==> src/rtl/mips_pkg.sv <==
// rtl/mips_pkg.sv - shared loader state encoding and memory geometry constants
package mips_pkg;

  typedef enum logic [2:0] {
    ST_IDLE,
    ST_HDR,
    ST_DATA,
    ST_WRITE,
    ST_CSUM,
    ST_DONE,
    ST_ERR
  } state_e;

  localparam int WORD_BYTES = 4;
  localparam int IMEM_WORDS = 8;

endpackage

==> src/rtl/byte_packer.sv <==
// rtl/byte_packer.sv - MSB-first byte-to-word shift register with running XOR checksum
module byte_packer
  import mips_pkg::*;
(
  input  logic                    clk,
  input  logic                    rst,
  input  logic                    clear,
  input  logic                    shift_en,
  input  logic [7:0]              byte_in,
  output logic [WORD_BYTES*8-1:0] word_next,
  output logic                    word_full,
  output logic [7:0]              csum
);

  localparam int W     = WORD_BYTES * 8;
  localparam int CNT_W = $clog2(WORD_BYTES);

  logic [CNT_W-1:0] cnt_q, cnt_d;
  logic [W-1:0]     word_q, word_d;
  logic [7:0]       csum_q, csum_d;

  // word_full flags the shift that completes a word, so the caller can
  // capture word_next on that same edge.
  always_comb begin
    word_next = {word_q[W-9:0], byte_in};
    word_full = shift_en && (cnt_q == CNT_W'(WORD_BYTES - 1));
    cnt_d     = cnt_q;
    word_d    = word_q;
    csum_d    = csum_q;
    if (clear) begin
      cnt_d  = '0;
      word_d = '0;
      csum_d = '0;
    end else if (shift_en) begin
      cnt_d  = cnt_q + 1'b1;
      word_d = word_next;
      csum_d = csum_q ^ byte_in;
    end
  end

  always_ff @(posedge clk) begin
    if (rst) begin
      cnt_q  <= '0;
      word_q <= '0;
      csum_q <= '0;
    end else begin
      cnt_q  <= cnt_d;
      word_q <= word_d;
      csum_q <= csum_d;
    end
  end

  assign csum = csum_q;

endmodule

==> src/rtl/imem_loader.sv <==
// rtl/imem_loader.sv - loads a checksummed byte-stream image into instruction memory
module imem_loader
  import mips_pkg::*;
#(
  parameter int ADDR_W    = 8,
  parameter int DATA_W    = 32,
  parameter int MAX_WORDS = IMEM_WORDS
) (
  input  logic              clk,
  input  logic              rst,
  input  logic              start,
  input  logic              byte_valid,
  input  logic [7:0]        byte_data,
  output logic              byte_ready,
  output logic              imem_we,
  output logic [ADDR_W-1:0] imem_addr,
  output logic [DATA_W-1:0] imem_wdata,
  output logic              cpu_rst,
  output logic              busy,
  output logic              done,
  output logic              err,
  output logic [3:0]        word_count
);

  state_e            state_q, state_d;
  logic [7:0]        n_q, n_d;
  logic [3:0]        widx_q, widx_d;
  logic [3:0]        wcnt_q, wcnt_d;
  logic [ADDR_W-1:0] addr_q, addr_d;
  logic [DATA_W-1:0] wdata_q, wdata_d;

  logic              xfer;
  logic              pk_clear;
  logic              pk_shift;
  logic [DATA_W-1:0] pk_word_next;
  logic              pk_word_full;
  logic [7:0]        pk_csum;

  assign byte_ready = (state_q == ST_HDR) || (state_q == ST_DATA) || (state_q == ST_CSUM);
  assign xfer       = byte_valid && byte_ready;

  byte_packer u_packer (
    .clk       (clk),
    .rst       (rst),
    .clear     (pk_clear),
    .shift_en  (pk_shift),
    .byte_in   (byte_data),
    .word_next (pk_word_next),
    .word_full (pk_word_full),
    .csum      (pk_csum)
  );

  always_comb begin
    state_d  = state_q;
    n_d      = n_q;
    widx_d   = widx_q;
    wcnt_d   = wcnt_q;
    addr_d   = addr_q;
    wdata_d  = wdata_q;
    pk_clear = 1'b0;
    pk_shift = 1'b0;
    case (state_q)
      ST_IDLE, ST_DONE, ST_ERR: begin
        if (start) begin
          state_d  = ST_HDR;
          widx_d   = '0;
          wcnt_d   = '0;
          pk_clear = 1'b1;
        end
      end
      ST_HDR: begin
        if (xfer) begin
          n_d = byte_data;
          if (byte_data == 8'd0 || byte_data > 8'(MAX_WORDS)) state_d = ST_ERR;
          else                                                 state_d = ST_DATA;
        end
      end
      ST_DATA: begin
        if (xfer) begin
          pk_shift = 1'b1;
          // Address and data are registered here so they are stable for the whole WRITE cycle.
          if (pk_word_full) begin
            state_d = ST_WRITE;
            addr_d  = ADDR_W'(widx_q) * ADDR_W'(WORD_BYTES);
            wdata_d = pk_word_next;
          end
        end
      end
      ST_WRITE: begin
        widx_d = widx_q + 4'd1;
        wcnt_d = wcnt_q + 4'd1;
        if ({4'd0, widx_q} + 8'd1 == n_q) state_d = ST_CSUM;
        else                              state_d = ST_DATA;
      end
      ST_CSUM: begin
        if (xfer) state_d = (byte_data == pk_csum) ? ST_DONE : ST_ERR;
      end
      default: state_d = ST_IDLE;
    endcase
  end

  always_ff @(posedge clk) begin
    if (rst) begin
      state_q <= ST_IDLE;
      n_q     <= '0;
      widx_q  <= '0;
      wcnt_q  <= '0;
      addr_q  <= '0;
      wdata_q <= '0;
    end else begin
      state_q <= state_d;
      n_q     <= n_d;
      widx_q  <= widx_d;
      wcnt_q  <= wcnt_d;
      addr_q  <= addr_d;
      wdata_q <= wdata_d;
    end
  end

  assign imem_we    = (state_q == ST_WRITE);
  assign imem_addr  = addr_q;
  assign imem_wdata = wdata_q;
  assign cpu_rst    = (state_q != ST_DONE);
  assign busy       = (state_q == ST_HDR) || (state_q == ST_DATA) ||
                      (state_q == ST_WRITE) || (state_q == ST_CSUM);
  assign done       = (state_q == ST_DONE);
  assign err        = (state_q == ST_ERR);
  assign word_count = wcnt_q;

endmodule

==> config.mk <==
export PLATFORM = sky130hd
export DESIGN_NAME = imem_loader
export DESIGN_NICKNAME = d
export VERILOG_FILES = /design/src/rtl/mips_pkg.sv /design/src/rtl/byte_packer.sv /design/src/rtl/imem_loader.sv
export SDC_FILE = /design/constraint.sdc
export NUM_CORES = 1
export LEC_CHECK = 0
export CAP_MARGIN = 20
export CORE_ASPECT_RATIO = 0.9
export CORE_MARGIN = 4
export CORE_UTILIZATION = 53
export DETAILED_ROUTE_END_ITERATION = 12
export GPL_TIMING_DRIVEN = 0
export PLACE_DENSITY = 0.83
export SYNTH_ARGS = -nofsm -noshare
export SYNTH_HDL_FRONTEND = slang
export SYNTH_HIERARCHICAL = 1
export SYNTH_SLANG_ARGS = --single-unit
==> constraint.sdc <==
create_clock -name clk -period 2.3 [get_ports clk]
set_clock_uncertainty 0.15 [all_clocks]
set_input_delay 0.23 -clock clk [delete_from_list [all_inputs] [get_ports clk]]
set_output_delay 0.23 -clock clk [all_outputs]
set_load 0.02 [all_outputs]
# Word-level counts from Yosys, hierarchy flattened
# Cells that the tools add are included.
# totals
reg_bits	89
latch_bits	0
ram_bits	0
rom_bits	0
in_bits	12
out_inout_bits	50
wordCells	62
memories	0
# op_classes
add_sub_neg	4
mul	0
n_div	0
n_lt_le_gt_ge	1
eq_ne	15
shifts	0
n_mux	16
bitwise	1
n_reduce_logical	16
# op_table
op	n
3-bit 2-to-1 mux	7
4-bit case mux with 2 select lines	2
3-bit case mux with 5 select lines	1
2-bit inequality test, second input constant	5
3-bit == test, second input constant	3
4-bit by 1-bit adder with 4-bit output, second input constant	2
5-bit by 8-bit == test with 1-bit output	1
8-bit == test	1
8-bit by 4-bit > comparator with 1-bit output, second input constant	1
8-bit logical NOT	1
8-bit bitwise XOR	1
3-bit by 2-bit == test with 1-bit output, second input constant	2
4-bit by 1-bit adder with 5-bit output, second input constant	1
1-bit logical OR	5
5-bit AND reduction	1
1-bit 2-to-1 mux	4
4-bit 2-to-1 mux	1
2-bit AND reduction	2
3-bit by 1-bit == test with 1-bit output, second input constant	1
3-bit logical NOT	1
3-bit inequality test, second input constant	1
3-bit AND reduction	1
3-bit OR reduction	1
2-bit by 1-bit adder with 2-bit output, second input constant	1
5 further kinds	6

# Depth between registers and ports, before layout
# Gate-level depths: netlist of run 1.
# logic_depth
ltp_word	10
ltp_mapped	11
depth_no_buf	8

# Hierarchy
# Netlist of run 1, hierarchy kept.
# by_module_without_submodules
module	n_inst	cells_each	area_per_inst_um2	seq_area_each_um2
imem_loader	1	307	2443.6	1101.1
byte_packer	1	130	1407.6	680.7

# Worst setup path after synthesis of run 1
# No wires, ideal clock.
# synth_path
path_type	register to register
from	register state_q[2]
to	register state_q[1]
setup_time_ns	0.103
arrival_ns	1.897
required_time_ns	2.047
slack_ns	0.150
stages_incl_launch_ff	11
n_path_buf	3
period_less_slack_ns	2.150
cell_sequence	dfxtp_1 -> buf_2 -> nand2b_4 -> nor3_2 -> buf_6 -> buf_4 -> and2_1 -> nand2_1 -> o32ai_1 -> a211oi_1 -> a2111oi_2
# synth_between
elab_chain_cells	9
elab_cells_between_ends	21
cone_classes	11 x eq/ne; 3 x mux; 7 x reduce/logical
# synth_lines
element	line	rtl
start: declaration	imem_loader.sv:25	state_e state_q, state_d;
start signal: assignment	imem_loader.sv:111	state_q <= state_d;
3-bit by 1-bit == test with 1-bit output / 3-bit by 2-bit == test with 1-bit output (equally long branches)	imem_loader.sv:39, imem_loader.sv:62	
1-bit logical OR (2 in a row)	imem_loader.sv:39	assign byte_ready = (state_q == ST_HDR) || (state_q == ST_DATA) || (state_q == ST_CSUM);
1-bit logical AND	imem_loader.sv:40	assign xfer = byte_valid && byte_ready;
1-bit 2-to-1 mux	imem_loader.sv:79	if (xfer) begin
1-bit 2-to-1 mux *	imem_loader.sv:62	case (state_q)
net pk_shift	imem_loader.sv:34	logic pk_shift;
1-bit logical AND *	byte_packer.sv:26	word_full = shift_en && (cnt_q == CNT_W'(WORD_BYTES - 1));
net pk_word_full	imem_loader.sv:36	logic pk_word_full;
2-bit inequality test (no line) *	n/a	
5-bit AND reduction (no line) *	n/a	
# Mark *: on every way through the listed nets, which the timed path passes. The rest lies on a longest branch.
# A chain may end at the register's enable or synchronous reset.

# Worst setup path in the final report of run 1
# Same ends and word-level chain as after synthesis.

==> summary.txt, run 1 <==
Route
  – Average wire per standard cell: 15.02 um
  – Detail Route Antenna Nets: 0
  – # DRC: 0
  – Vias per cell: 5.291
  – Initial DRC Count: 201
  – Total wire length: 9131 um
  – Drt first pass iters: 4
  – Vias: 3,217

Place
  – Placer Congestion: 0.8519
  – Placed Area: 4549 um^2
  – DP Cell Count: 590
  – Port Buffers: 57
  – DP HPWL: 6404 um

Die
  – Die Height: 88.87 um
  – Die width: 97.86 um
  – Rows: 29
  – Top Ports: 62
  – Initial core utilization: 0.5443
  – CORE AREA: 7076 um^2
  – Die area: 8696 um^2

Timing
  – Relative slew slack: 0.5923
  – Slew Viols, Final: 0
  – Final setup fails: 0
  – Final period util: 0.9705
  – Fmax: 448.0 MHz
  – Final min period: 2.232 ns
  – Actual slew at the worst max-slew pin: 0.6115 ns
  – Endpoints failing hold: 0

Pwr
  – Max IR drop VDD: 376.3 uV
  – Total Power: 3.752 mW
  – Static leakage: 1.722 nW
  – P per Cell Area: 776.5 nW/um^2

Yosys
  – Syn avg cell area: 8.813 um^2
  – Synth Cell Area: 3851 um^2
  – Synth Register Bits: 89
  – Count leader, synth: dfxtp_1
  – Main synth FF type: dfxtp_1
  – Synth cell count leaders: dfxtp_1, nand2_1, a21oi_1
  – Unique cell type count in the Yosys netlist: 45
  – Post-synthesis async set-or-reset flop share: 0
  – Gate Count Post-Synth: 437
  – Most area-hungry cell type in the Yosys netlist: dfxtp_1
  – Post-synthesis sequential area ratio: 0.4626
  – Post-synth EDFFs: 0
  – Warnings, synthesis: 6
  – Top cells by area, synth: dfxtp_1, mux2i_1, nand2_1
  – Post-synth top area share: 0.4626

Critical path
  – CP max-delay cell: dfxtp_4
  – Crit-path cells: nand2b_4 > nor3_4 > buf_6 > buf_8 > and2_4 > nand2_1 > o32ai_2 > a211oi_2 > a2111oi_2
  – Setup CP Type: reg -> reg
  – Critical path's largest stage delay: 0.38 ns
  – Max Fanout on Critical Path: 10
  – Worst EP required: 2.40 ns
  – Critical path endpoint category: flop
  – Worst path arrival time: 2.34 ns
  – Element type at the critical path start: flop

Clock tree
  – Num CTS Buffers: 9
  – CTS tree: done
  – Max clock buf depth: 2
  – Clock root buffer: clkbuf_8
  – CTS H-tree lvls: 3
  – Clock insertion delay at the later pin of the skew report: 0.35 ns
  – Post-CTS Hold Fix Bufs: 0
  – CTS clk-pin slew, worst paths: 0.09 ns
  – CTS Sinks: 89

GRT
  – Initial antenna violation count: 0
  – Grt ovf: 0
  – First-pass GRT wire length: 14,510 um
  – GRT Util Overall: 0.2110
  – Largest net degree at the start of global routing: 16
  – Vias in the first global route: 2,977

Cells and area
  – Design area: 4832 um^2
  – Layout cell share with drive strength beyond 1: 0.1456
  – Fin util: 0.6829
  – Nets: 526
  – Post-Layout Cell Count: 608
  – Layout Area Growth over Synthesis: 25.47%
  – Filler cells: 566
  – N_diodes: 0

Status
  – Status: complete, no violations

Min path
  – Hold Path Class: reg -> reg

Flow run
  – Max-Cap Viols: 0
cell families (layout without fill, tap and decap cells):
family,count (synthesis),count (layout),synth area share
AND/OR/NAND/NOR,167,167,0.1910
flip-flops,89,89,0.4626
AO/OA/AOI/OAI,80,80,0.1300
buffers and inverters,44,119,0.07375
multiplexers,34,34,0.08869
XOR/XNOR,19,19,0.04321
adder cells (fa/ha/maj),3,3,0.009748
other,1,4,0.0009737
critical path, delay by kind of cell, from the launching register on:
| kind | cells | cell delay, ns |
|---|---|---|
| AO/OA/AOI/OAI | 3 | 0.73 |
| flip-flops | 1 | 0.38 |
| AND/OR/NAND/NOR | 4 | 0.60 |
| buffers and inverters | 2 | 0.28 |
through the flow:
step | hold WS [ns] | setup TNS, ns | worst slack (ns)
after floorplan | 0.2272 | 0 | 0.1498
after global placement | 0.2944 | -11.37 | -0.3987
after detailed placement | 0.2975 | -13.05 | -0.4507
after CTS | 0.3050 | 0 | 0.007004
after global routing | 0.3234 | -0.01758 | -0.01758
final | 0.3033 | 0 | 0.06792
sequential cells by signal, indices dropped and copies added, names as in the netlist:
name,cells
state_q,3
widx_q,4
u_packer/csum,8
u_packer/word_q,24
u_packer/cnt_q,2
word_count,4
imem_wdata,32
n_q,8
imem_addr,4
metal layers:
| metal | global-route usage | vias to the layer above | wire (um) |
|---|---|---|---|
| met3 | 0.03861 | 12 | 542 |
| met1 | 0.2745 | 1502 | 4030 |
| li1 | - | 1601 | - |
| met2 | 0.3461 | 102 | 4392 |
| met5 | 0 | - | 0 |
| met4 | 0.09560 | 0 | 166 |
repair_timing:
action | in CTS | in global routing
pin swaps | 0 | 2
buffers inserted | 0 | 4
gates resized for setup | 11 | 10
setup endpoints to repair | 34 | 30
power breakdown:
| group | total, mW | internal (mW) | leakage [nW] | switching (mW) |
|---|---|---|---|---|
| Clock | 1.16 | 0.613 | 0.107 | 0.549 |
| Combinational | 0.939 | 0.395 | 0.896 | 0.544 |
| Sequential | 1.65 | 1.60 | 0.718 | 0.0515 |
| Total | 3.75 | 2.61 | 1.72 | 1.15 |
cell type report:
type	instances	area, um^2	share of cell area
multi-input combinational	307	1818	0.3762
sequential	89	1785	0.3695
timing repair buffer	61	599.3	0.1240
buffer	38	277.8	0.05748
clock buffer	9	123.9	0.02563
tap	93	116.4	0.02408
clock inverter	6	92.59	0.01916
inverter	5	18.77	0.003884
layout by cell type, fill, tap and decap left out, types with 6 or more instances in the layout:
cell type	count
a21oi_1	50
nor2_1	45
a21bo_2	8
mux2i_1	33
nand2_1	85
buf_6	6
buf_4	22
clkdlybuf4s50_1	53
clkbuf_1	6
xnor2_1	15
nand3_1	7
nand3b_1	8
dfxtp_1	88
clkbuf_8	9
final timing paths:
| check | from | end | slack, ns | cells after the start |
|---|---|---|---|---|
| worst min register to register | u_packer/word_q[22] | imem_wdata[30] | 0.30 | 2 |
| worst max register to register | state_q[2] | state_q[1] | 0.07 | 9 |
| worst min-delay path | u_packer/word_q[22] | imem_wdata[30] | 0.30 | 2 |
| worst max-delay path | state_q[2] | state_q[1] | 0.07 | 9 |
No activity file was read; power rests on OpenSTA's default activity.
==> run 2, diff against run 1 <==
CORE_MARGIN = 1.5   (was 4)
REMOVE_ABC_BUFFERS = 1   (was unset)
==> run 2 against run 1 <==
  * Sequential cell count unchanged
  * Sequential power increased by 3%
  * Critical path depth decreased by 5
  * Final cell count decreased by 5.6%
  * Core utilization decreased by 2.7 points
  * Non-clock buffer count decreased by 34
  * Setup slack improved by 0.032 ns
==> summary.txt, run 2 (synthesis results as in run 1) <==
Cells and area
  – Nets: 492 (was 526)
  – Filler cells: 618 (was 566)
  – Layout cell share with drive strength beyond 1: 0.1019 (was 0.1456)
  – Most common cell after layout, fill and taps aside: dfxtp_1 (unchanged)
  – Design area: 4619 um^2 (was 4832 um^2)
  – Layout Area Growth over Synthesis: 19.95% (was 25.47%)
  – N_diodes: 0 (unchanged)
  – Most frequent cells in the layout: dfxtp_1, nand2_1, clkdlybuf4s50_1, a21oi_1, nor2_1 (unchanged)
  – Max FFs per register: 32 (unchanged)
  – Post-Layout Cell Count: 574 (was 608)

Critical path
  – Reg2Reg Setup Slack: 0.22 ns (was 0.07 ns)
  – Critical path endpoint category: primary output (was flop)
  – Worst path arrival time: 1.82 ns (was 2.34 ns)
  – Worst EP required: 1.92 ns (was 2.40 ns)
  – Setup CP Type: reg -> out (was reg -> reg)
  – Element type at the critical path start: flop (unchanged)
  – Worst Setup EP: imem_we (was state_q[1])
  – Max Fanout on Critical Path: 13 (was 10)
  – Worst R2R Start: state_q[2] (unchanged)
  – Worst R2R End: state_q[1] (unchanged)
  – Crit path from: state_q[1] (was state_q[2])
  – FF-to-FF path depth: 7 (was 9)

Timing
  – Worst setup margin: 0.09949 ns (was 0.06792 ns)
  – Unrepaired setup endpoints after global routing: no
  – Relative slew slack: 0.6320 (was 0.5923)
  – Final min period: 2.201 ns (was 2.232 ns)
  – Fmax: 454.4 MHz (was 448.0 MHz)
  – Actual slew at the worst max-slew pin: 0.5514 ns (was 0.6115 ns)
  – Final setup fails: 0 (unchanged)
  – Endpoints failing hold: 0 (unchanged)
  – Slew Viols, Final: 0 (unchanged)
  – Final period util: 0.9567 (was 0.9705)

Route
  – Detail Route Antenna Nets: 0 (unchanged)
  – # DRC: 0 (unchanged)
  – Vias: 3,035 (was 3,217)
  – Total wire length: 7601 um (was 9131 um)
  – Initial DRC Count: 150 (was 201)
  – Drt first pass iters: 4 (unchanged)
  – Vias per cell: 5.287 (was 5.291)
  – Average wire per standard cell: 13.24 um (was 15.02 um)

Place
  – Port Buffers: 57 (unchanged)
  – Placer Congestion: 0.7589 (was 0.8519)
  – DP Cell Count: 557 (was 590)
  – Placed Area: 4425 um^2 (was 4549 um^2)
  – Place WS: -0.7442 ns (was -0.4507 ns)
  – DP HPWL: 5266 um (was 6404 um)

GRT
  – First-pass GRT wire length: 13,210 um (was 14,510 um)
  – Largest net degree at the start of global routing: 31 (was 16)
  – Vias in the first global route: 2,957 (was 2,977)
  – Initial antenna violation count: 0 (unchanged)
  – GRT Util Overall: 0.2109 (was 0.2110)
  – Grt ovf: 0 (unchanged)

Pwr
  – Max IR drop VDD: 495.3 uV (was 376.3 uV)
  – Static leakage: 1.560 nW (was 1.722 nW)
  – P per Cell Area: 738.2 nW/um^2 (was 776.5 nW/um^2)

Clock tree
  – CTS Sinks: 89 (unchanged)
  – CTS H-tree lvls: 3 (unchanged)
  – CTS clk-pin slew, worst paths: 0.08 ns (was 0.09 ns)
  – Num CTS Buffers: 9 (unchanged)
  – Clock insertion delay at the later pin of the skew report: 0.35 ns (about the same)
  – Max clock buf depth: 2 (unchanged)
  – CTS tree: done (unchanged)
  – Clock root buffer: clkbuf_8 (unchanged)

Die
  – Top Ports: 62 (unchanged)
  – Rows: 29 (unchanged)
  – Die width: 92.86 um (was 97.86 um)
  – Initial core utilization: 0.5471 (was 0.5443)
  – Die Height: 83.87 um (was 88.87 um)
  – CORE AREA: 7039 um^2 (was 7076 um^2)
  – Die area: 7788 um^2 (was 8696 um^2)

Flow run
  – Max-Cap Viols: 0 (unchanged)

Status
  – Status: complete, no violations (unchanged)

Min path
  – Hold Path Class: in -> reg (was reg -> reg)
run 2: cell count changes in the layout (fill, tap and decap cells not counted), moves of 2 or more:
| cell | previous run | this run |
|---|---|---|
| buf_4 | 22 | 2 |
| dlymetal6s2s_1 | 2 | 0 |
| clkbuf_2 | 4 | 0 |
| bufinv_16 | 2 | 0 |
| clkbuf_1 | 6 | 2 |
| buf_6 | 6 | 0 |
| dfxtp_2 | 0 | 2 |
| buf_16 | 0 | 4 |
| buf_2 | 3 | 1 |
| clkinv_2 | 1 | 3 |
| dfxtp_1 | 88 | 86 |
run 2: repair_timing:
action                     in CTS  in global routing
buffers inserted                2                  0
resized for setup              11                  2
setup endpoints to repair      63                  3
hold buffers                    0                  0
pin swaps                       1                  0
cloned                          0                  0
run 2: critical path, stage by stage (launching register included):
cell	delay [ns]
dfxtp_2	0.46
inv_2	0.12
or3_4	0.46
clkinv_2	0.15
clkdlybuf4s15_2	0.28
run 2: per-layer routing:
layer | up-vias | wire length (um) | track usage
met2 | 82 | 3667 | 0.3524
met3 | 14 | 489 | 0.07377
met4 | 0 | 103 | 0.06474
met5 | - | 0 | 0
li1 | 1525 | - | -
met1 | 1414 | 3341 | 0.2535
run 2: how the worst min path moves through the flow:
stage / startpoint / end / slack [ns] / cells after the start
after floorplan: rst / imem_addr[2] / 0.15 / 1
after global placement: imem_wdata[7] / imem_wdata[7] / 0.29 / 2
after detailed placement: u_packer/word_q[21] / imem_wdata[29] / 0.29 / 2
after CTS: rst / n_q[3] / 0.18 / 2
after global routing: rst / n_q[2] / 0.21 / 2
final: rst / n_q[3] / 0.20 / 2
run 2: area by class of cell:
| class | count | area [um^2] | share of cell area |
|---|---|---|---|
| Tap cell | 93 | 116.4 | 0.02519 |
| Clock buffer | 12 | 145.1 | 0.03142 |
| Timing Repair Buffer | 65 | 720.7 | 0.1560 |
| Clock inverter | 3 | 17.52 | 0.003792 |
| Inverter | 5 | 20.02 | 0.004334 |
| Multi-Input combinational cell | 307 | 1812 | 0.3922 |
| Sequential cell | 89 | 1788 | 0.3871 |
run 2: per-stage QoR:
stage	power (mW)	hold WS, ns	TNS [ns]	utilization
2_1_floorplan	2.228	0.1491	-110.80	-
3_3_place_gp	2.443	0.2914	-198.24	0.6086
3_5_place_dp	2.521	0.2914	-27.07	0.6287
4_1_cts	3.434	0.1841	0	0.6555
5_1_grt	3.590	0.2110	0	0.6562
6_report	3.410	0.2036	0	0.6562
run 2: power breakdown:
| group | switching [mW] | leakage, nW | internal [mW] |
|---|---|---|---|
| clock | 0.500 | 0.0822 | 0.413 |
| combinational | 0.448 | 0.759 | 0.353 |
| sequential | 0.0931 | 0.719 | 1.60 |
==> run 3, diff against run 2 <==
CORE_UTILIZATION = 45   (was 53)
PLACE_DENSITY = 0.73   (was 0.83)
==> run 3 against run 2 <==
  * Setup slack better by 0.015 ns
  * Power up 4.8%
  * Critical path depth unchanged
  * Final cell count up 3.8%
  * Worst hold slack worse by 0.042 ns
  * Wire length up 0.75%
  * Global-route usage down 3.8 points
  * Core utilization down 8.3 points
  * Register-to-register slack worse by 0.05 ns
  * Critical endpoint is now busy
  * Largest cell class unchanged
  * Largest power group unchanged
==> summary.txt, run 3 (synthesis results as in run 1) <==
Timing
  – Unrepaired setup endpoints after global routing: no (unchanged)
  – Final period util: 0.9501 (was 0.9567)
  – Endpoints failing hold: 0 (unchanged)
  – Final min period: 2.185 ns (was 2.201 ns)
  – Final setup fails: 0 (unchanged)
  – Actual slew at the worst max-slew pin: 0.5302 ns (was 0.5514 ns)
  – Fmax: 457.6 MHz (was 454.4 MHz)
  – Slew Viols, Final: 0 (unchanged)
  – Relative slew slack: 0.6462 (was 0.6320)

Flow run
  – Max-Cap Viols: 0 (unchanged)

Critical path
  – Max Fanout on Critical Path: 11 (was 13)
  – CP max-delay cell: or3_4 (was dfxtp_2)
  – Crit-path cells: inv_1 > or3_4 > nand2b_1 > dlygate4sd2_1 (was inv_2 > or3_4 > clkinv_2 > clkdlybuf4s15_2)
  – Element type at the critical path start: flop (unchanged)
  – Worst path arrival time: 1.81 ns (was 1.82 ns)
  – Critical path's largest stage delay: 0.49 ns (was 0.46 ns)
  – Setup CP Type: reg -> out (unchanged)
  – Critical path endpoint category: primary output (unchanged)
  – Worst EP required: 1.92 ns (about the same)

Pwr
  – Total Power: 3.572 mW (was 3.410 mW)
  – Max IR drop VDD: 394.0 uV (was 495.3 uV)
  – Static leakage: 1.567 nW (was 1.560 nW)
  – P per Cell Area: 761.6 nW/um^2 (was 738.2 nW/um^2)

Die
  – Rows: 31 (was 29)
  – Die Height: 90.77 um (was 83.87 um)
  – Die area: 9123 um^2 (was 7788 um^2)
  – Initial core utilization: 0.4706 (was 0.5471)
  – Die width: 100.5 um (was 92.86 um)
  – CORE AREA: 8184 um^2 (was 7039 um^2)
  – Top Ports: 62 (unchanged)

Route
  – Total wire length: 7658 um (was 7601 um)
  – Initial DRC Count: 193 (was 150)
  – Average wire per standard cell: 12.85 um (was 13.24 um)
  – Drt first pass iters: 5 (was 4)
  – Vias per cell: 5.029 (was 5.287)
  – Detail Route Antenna Nets: 0 (unchanged)
  – Vias: 2,997 (was 3,035)
  – # DRC: 0 (unchanged)

Place
  – Placed Area: 4471 um^2 (was 4425 um^2)
  – Port Buffers: 57 (unchanged)
  – Placer Congestion: 0.7383 (was 0.7589)
  – DP HPWL: 5226 um (was 5266 um)

Status
  – Status: complete, no violations (unchanged)

Clock tree
  – Clock root buffer: clkbuf_8 (unchanged)
  – Num CTS Buffers: 9 (unchanged)
  – Post-CTS Hold Fix Bufs: 0 (unchanged)
  – CTS H-tree lvls: 3 (unchanged)
  – Max clock buf depth: 2 (unchanged)
  – Clock insertion delay at the later pin of the skew report: 0.36 ns (was 0.35 ns)
  – CTS Sinks: 89 (unchanged)
  – CTS tree: done (unchanged)
  – CTS clk-pin slew, worst paths: 0.09 ns (was 0.08 ns)

GRT
  – Initial antenna violation count: 0 (unchanged)
  – GRT Util Overall: 0.1734 (was 0.2109)
  – First-pass GRT wire length: 12,830 um (was 13,210 um)
  – Vias in the first global route: 2,866 (was 2,957)
  – Largest net degree at the start of global routing: 34 (was 31)
  – Grt ovf: 0 (unchanged)

Min path
  – Hold Path Class: in -> reg (unchanged)

Cells and area
  – Layout cell share with drive strength beyond 1: 0.1040 (was 0.1019)
  – Area of the multi-input gates: 1809 um^2 (was 1812 um^2)
  – Max FFs per register: 32 (unchanged)
  – Design area: 4691 um^2 (was 4619 um^2)
  – Most frequent cells in the layout: dfxtp_1, nand2_1, clkdlybuf4s50_1, a21oi_1, nor2_1 (unchanged)
  – N_diodes: 0 (unchanged)
  – Layout Area Growth over Synthesis: 21.80% (was 19.95%)
  – Most common cell after layout, fill and taps aside: dfxtp_1 (unchanged)
  – Sequential cell area: 1790 um^2 (was 1788 um^2)
  – Nets: 491 (was 492)
  – Filler cells: 726 (was 618)
run 3: changes by cell type in the layout (fill, tap and decap cells not counted), moves of 2 or more:
cell / previous run / this run
buf_8: 2 / 0
inv_6: 0 / 2
clkinv_2: 3 / 1
clkbuf_1: 2 / 0
clkinvlp_4: 1 / 3
run 3: metal layers:
layer	vias up	GRT usage	wire, um
li1	1524	-	-
met1	1395	0.2191	3608
met2	72	0.2851	3570
met3	6	0.05650	427
met4	0	0.04225	50
met5	-	0	0
run 3: what timing repair did:
action / CTS / global route
setup buffers: 1 / 0
resized for setup: 10 / 2
pin swaps: 1 / 0
endpoints found under the setup margin: 43 / 1
run 3: final cells by class:
class	instances	share of cell area
clock buffer	9	0.02641
clock inverter	7	0.01627
inverter	5	0.004801
multi-input combinational	307	0.3857
sequential	89	0.3817
tap	115	0.03067
timing repair buffer	64	0.1544
run 3: final timing paths:
path / from / slack (ns) / depth (start not counted) / to
worst max-delay path: state_q[0] / 0.11 / 4 / busy
worst max register to register: state_q[2] / 0.17 / 7 / state_q[1]
worst min-delay path: rst / 0.16 / 2 / n_q[3]
worst min register to register: imem_addr[2] / 0.31 / 2 / imem_addr[2]
run 3: worst max-delay path, delay by kind of cell (launching register included):
family	cells	cell delay [ns]
flops	1	0.42
simple gates	2	0.58
buf+inv	2	0.45
run 3: power by group:
group	leakage (nW)	switching [mW]	internal (mW)	total, mW
combinational	0.751	0.446	0.357	0.803
clock	0.0962	0.561	0.509	1.07
sequential	0.719	0.0933	1.61	1.70
run 3: metrics by stage:
stage / TNS (ns) / utilization / setup WS (ns) / hold WS (ns) / std cells
final: 0 / 0.5732 / 0.1149 / 0.1614 / 596
after global routing: 0 / 0.5732 / 0.01338 / 0.1802 / 596
after CTS: 0 / 0.5733 / 0.006764 / 0.1502 / 596
after detailed placement: -18.92 / 0.5462 / -0.5535 / 0.2973 / 579
after global placement: -200.33 / 0.5268 / -3.566 / 0.2930 / 573
after floorplan: -110.80 / - / -2.045 / 0.1491 / 401
